--- src/rtl/reload_down_timer_if.sv ---
// Control/status bundle for reload_down_timer: the master programs and qualifies
// the count, the slave (the timer) reports its count, busy, tc and done.
interface reload_down_timer_if #(
  parameter int WIDTH = 4
);
  logic             load;
  logic [WIDTH-1:0] din;
  logic             auto_reload;
  logic             enable;
  logic [WIDTH-1:0] count;
  logic             busy;
  logic             tc;
  logic             done;

  // Handshake: load is a single-edge request with no ready; it is sampled on
  // every rising clk and always accepted, overriding any counting that edge.
  modport master (
    output load, din, auto_reload, enable,
    input  count, busy, tc, done
  );

  modport slave (
    input  load, din, auto_reload, enable,
    output count, busy, tc, done
  );
endinterface

--- src/rtl/reload_down_timer.sv ---
// Loadable down-counter with one-shot and auto-reload modes; emits a one-cycle
// registered tc pulse when the count expires, plus a sticky one-shot done flag.
module reload_down_timer #(
  parameter int WIDTH = 4
) (
  input  logic                 clk,
  input  logic                 rst,
  reload_down_timer_if.slave   bus,
  output logic                 dbg_state
);
  typedef enum logic {
    IDLE = 1'b0,
    RUN  = 1'b1
  } state_t;

  localparam logic [WIDTH-1:0] ZERO = '0;
  localparam logic [WIDTH-1:0] ONE  = WIDTH'(1);

  state_t           state;
  logic [WIDTH-1:0] count_q;
  logic [WIDTH-1:0] reload_val;
  logic             mode;
  logic             busy_q;
  logic             tc_q;
  logic             done_q;

  always_ff @(posedge clk or posedge rst) begin
    if (rst) begin
      state      <= IDLE;
      count_q    <= ZERO;
      reload_val <= ZERO;
      mode       <= 1'b0;
      busy_q     <= 1'b0;
      tc_q       <= 1'b0;
      done_q     <= 1'b0;
    end else if (bus.load) begin
      // A zero load parks the timer idle without ever signalling expiry.
      count_q    <= bus.din;
      reload_val <= bus.din;
      mode       <= bus.auto_reload;
      done_q     <= 1'b0;
      tc_q       <= 1'b0;
      if (bus.din != ZERO) begin
        state  <= RUN;
        busy_q <= 1'b1;
      end else begin
        state  <= IDLE;
        busy_q <= 1'b0;
      end
    end else begin
      case (state)
        IDLE: begin
          tc_q <= 1'b0;
        end
        RUN: begin
          if (!bus.enable) begin
            tc_q <= 1'b0;
          end else if (count_q == ONE) begin
            // Terminal edge: redirect instead of decrementing through zero.
            tc_q <= 1'b1;
            if (mode) begin
              count_q <= reload_val;
            end else begin
              count_q <= ZERO;
              state   <= IDLE;
              busy_q  <= 1'b0;
              done_q  <= 1'b1;
            end
          end else begin
            count_q <= count_q - ONE;
            tc_q    <= 1'b0;
          end
        end
        default: begin
          state  <= IDLE;
          busy_q <= 1'b0;
          tc_q   <= 1'b0;
        end
      endcase
    end
  end

  assign bus.count = count_q;
  assign bus.busy  = busy_q;
  assign bus.tc    = tc_q;
  assign bus.done  = done_q;
  assign dbg_state = state;

endmodule

--- src/flat_wrapper.sv ---
// flat-port wrapper written by rule: the top's interface ports become plain ports
module reload_down_timer_flat 
#(
  parameter int WIDTH = 4
)
  (clk, rst, dbg_state, bus_load, bus_din, bus_auto_reload, bus_enable, bus_count, bus_busy, bus_tc, bus_done);
  reload_down_timer_if #(.WIDTH(WIDTH)) bus_i ();
  input  logic clk;
  input  logic rst;
  output logic dbg_state;
  input wire logic [$bits(bus_i.load)-1:0] bus_load;
  input wire logic [$bits(bus_i.din)-1:0] bus_din;
  input wire logic [$bits(bus_i.auto_reload)-1:0] bus_auto_reload;
  input wire logic [$bits(bus_i.enable)-1:0] bus_enable;
  output wire logic [$bits(bus_i.count)-1:0] bus_count;
  output wire logic [$bits(bus_i.busy)-1:0] bus_busy;
  output wire logic [$bits(bus_i.tc)-1:0] bus_tc;
  output wire logic [$bits(bus_i.done)-1:0] bus_done;
  assign bus_i.load = bus_load;
  assign bus_i.din = bus_din;
  assign bus_i.auto_reload = bus_auto_reload;
  assign bus_i.enable = bus_enable;
  assign bus_count = bus_i.count;
  assign bus_busy = bus_i.busy;
  assign bus_tc = bus_i.tc;
  assign bus_done = bus_i.done;
  reload_down_timer #(.WIDTH(WIDTH)) u_core (.clk(clk), .rst(rst), .bus(bus_i), .dbg_state(dbg_state));
endmodule
--- config.mk ---
export PLATFORM = sky130hd
export DESIGN_NAME = reload_down_timer_flat
export DESIGN_NICKNAME = d
export VERILOG_FILES = /design/src/rtl/reload_down_timer_if.sv /design/src/rtl/reload_down_timer.sv /design/src/flat_wrapper.sv
export SDC_FILE = /design/constraint.sdc
export NUM_CORES = 1
export LEC_CHECK = 0
export CORE_MARGIN = 2
export CORE_UTILIZATION = 25
export DETAILED_ROUTE_END_ITERATION = 16
export GPL_TIMING_DRIVEN = 0
export PLACE_DENSITY_LB_ADDON = 0.05
export SETUP_SLACK_MARGIN = 0.02
export SYNTH_ARGS = -nofsm -noshare
export SYNTH_HDL_FRONTEND = slang
export SYNTH_SLANG_ARGS = --single-unit
--- constraint.sdc ---
create_clock -name clk -period 4.2 [get_ports clk]
set_input_delay 1.05 -clock clk [delete_from_list [all_inputs] [get_ports clk]]
set_output_delay 1.05 -clock clk [all_outputs]
set_load 0.01 [all_outputs]
==> qor.txt <==
Top FF cell, synth -> dfrtp_1
Core Rows -> 18
Setup Fix Bufs, Post-CTS -> 0
Register Area -> 325 um^2
yosys warns -> 0
Longest Clk Path Bufs -> 2
flop and latch count out of synthesis -> 13
Worst Hold Path Cells -> 2
number of synthesized flops with an enable pin -> 0
routability cong. -> 0.728
post-route core utilization -> 0.352
CP max stage cell -> clkdlybuf4s50_1
WP data required -> 3.15 ns
HP Class -> flop to flop
htree depth -> 1
initial DRC count -> 10
I/O pin total -> 17
area occupied by multi-input gates -> 299 um^2
clock share of power -> 0.258
CTS tree -> yes
Clock Sinks -> 13
Yosys top cell by area -> dfrtp_1
cts bufs inserted -> 3
layout cell share with drive strength beyond 1 -> 0.151
Peak supply drop -> 0.181 mV
Cell Area, Synth -> 667 um^2
Max Freq -> 426 MHz
initial antenna violation count -> 0
R2R setup slack -> 2.61 ns
DR DRC count -> 0
antenna diode count -> 0
DIE HEIGHT -> 55.7 um
vias per cell -> 4.70
status -> finished, final reports clean
Hold Fails Final Rpt -> 0
clock latency on the worst-skew pair -> 0.27 ns
DR pass1 iterations -> 4
crit start category -> flop
Cell Int Power -> 209 uW
CP max stage delay -> 0.57 ns
Buf/Inv on CP -> 1
fraction of power spent switching nets -> 0.288
PD cells -> 333 nW/um^2
Mapped Nets -> 78
reg-to-reg startpoint -> u_core.bus.count[0]
DP Worst Slack -> 1.90 ns
combinational share of power -> 0.233
Hold Path Sink -> u_core.bus.done
metal3 WL -> 110 um
DR vias -> 545
hold-fix buffers at CTS -> 0
Routed WL -> 1510 um
hold path start -> u_core.bus.done
initial core utilization -> 0.267
Nets -> 98
total gr overflow -> 0
Max FO, Critical Path -> 6
core area -> 2500 um^2
post-synthesis cell count -> 67
CP arrival -> 1.30 ns
Setup Skew -> 0.00496 ns
Die Area -> 3100 um^2
Async S/R FF share, synth -> 1.00
top cells by area, synth -> dfrtp_1 49%, inv_1 5.1%, nand2_1 3.9%
count leader, synth -> dfrtp_1
placed insts -> 112
WL/cell -> 13.0 um
Unique masters post-synth -> 27
part of the cycle the worst path needs -> 0.559
clock-pin slew on the worst setup and hold paths -> 0.07 ns
RSZ-0062 raised after global routing -> no
net switching power -> 84.5 uW
root buffer cell -> clkbuf_4
PnR worst setup slack -> 1.85 ns
fin. max-slew vios -> 0
DP HPWL -> 1150 um
CP Capture Type -> output port
global-route wire length before repair -> 2680 um
R2R cell count -> 4
vias in the first global route -> 555
final std cells w/o fill -> 116
Tot GR Track Use -> 0.110
Seq/Total Area, Yosys -> 0.488
sequential share of power -> 0.510
slew margin rel. -> 0.653
Fillers -> 269
crit-path cells -> clkdlybuf4s50_1
top sig layer -> met4
post-synthesis area per instance -> 9.95 um^2
post-synth top area share -> 0.488
Max-Cap Viols -> 0
post_cts resized -> 0
Leak -> 0.374 nW
largest net degree at the start of global routing -> 14
routed wire length on met2 -> 625 um
Horiz. Die Dim -> 55.7 um
routed metal-1 wirelength -> 755 um
Hold WS -> 0.508 ns
total negative slack -> 0 ns
final count of negative-setup-slack endpoints -> 0
post-route antenna net violation count -> 0
Tmin final -> 2.35 ns
P&R area growth vs syn -> 32.1%
worst slew pin tran -> 0.520 ns
crit-path leading delay family -> buffers and inverters
crit path kind -> flop to output port
Crit Reg-Reg Endpoint -> u_core.dbg_state
synth cell count leaders -> 13 x dfrtp_1, 9 x inv_1, 7 x nand2_1
port buffer count -> 15
[per-layer routing]
layer	global-route usage	vias up
met3	0.0349	2
met2	0.155	20
li1	-	275
met1	0.153	248
met4	0.0523	0
met5	0	-
[power groups by stage]
stage	Clock, mW	Combinational [mW]	Sequential, mW
floorplan	0	0.0373	0.152
global placement	0	0.0699	0.152
detailed placement	0	0.0692	0.152
CTS	0.0810	0.0695	0.149
global route	0.0870	0.0768	0.152
finish	0.0756	0.0682	0.150
[state kept, by name, indices dropped and copies added (netlist names)]
signal	count
u_core.mode	1
u_core.reload_val	4
u_core.dbg_state	1
u_core.bus.tc	1
u_core.bus.busy	1
u_core.bus.done	1
u_core.bus.count	4
[cells in the final DEF (no fill, tap or decap)]
cell type / count
ha_1: 2
buf_2: 1
a41oi_1: 1
o21ai_0: 4
a311oi_1: 1
o21ai_2: 2
o21bai_1: 1
clkbuf_1: 2
nand2_1: 7
a22o_1: 1
a211oi_1: 1
nand2_2: 1
mux2i_1: 1
inv_1: 9
nor3_1: 3
dfrtp_1: 13
o311ai_1: 1
or3b_4: 1
o41ai_1: 1
nor2_1: 4
nor3_2: 2
nand4_1: 1
clkbuf_4: 3
a32o_1: 1
o31ai_1: 1
nor3b_2: 1
mux2_2: 2
a21oi_1: 3
clkdlybuf4s50_1: 15
[area by class of cell]
cell class              count  share of cell area
well taps                  30              0.0426
clock buffers               4              0.0298
multi-input cells          43               0.339
flip-flops and latches     13               0.369
plain buffers               2             0.00994
inverters                   9              0.0384
repair buffers             15               0.170
[how the worst max path moves through the flow]
| stage | startpoint | end | slack (ns) | cells after the start |
|---|---|---|---|---|
| finish | u_core.bus.count[0] | bus_count[0] | 1.85 | 1 |
| global route | u_core.bus.count[2] | bus_count[2] | 1.77 | 1 |
| CTS | u_core.bus.count[2] | bus_count[2] | 1.84 | 1 |
| detailed placement | bus_enable | u_core.bus.count[3] | 1.90 | 5 |
| global placement | bus_enable | u_core.bus.count[3] | 1.88 | 5 |
| floorplan | bus_load | u_core.bus.count[3] | 2.37 | 5 |
[kinds of logic (layout without fill, tap and decap cells)]
group | Yosys count | count (layout) | synth area share
fa+ha+maj | 2 | 2 | 0.0375
mux | 3 | 3 | 0.0488
compound gates | 18 | 18 | 0.193
flops | 13 | 13 | 0.488
simple gates | 20 | 20 | 0.169
buf+inv | 11 | 30 | 0.0638
[tightest hold or removal path: cells and delay by family, from the launching register on]
kind             cells  cell delay [ns]
DFF                  1             0.34
and+or+nand+nor      2             0.13
[per-stage QoR]
step	instance area (um^2)	total power, mW
2_1_floorplan	667	0.189
3_3_place_gp	855	0.222
3_5_place_dp	855	0.221
4_1_cts	881	0.300
5_1_grt	881	0.316
6_report	881	0.293
Power figures use the tool's default switching activity.
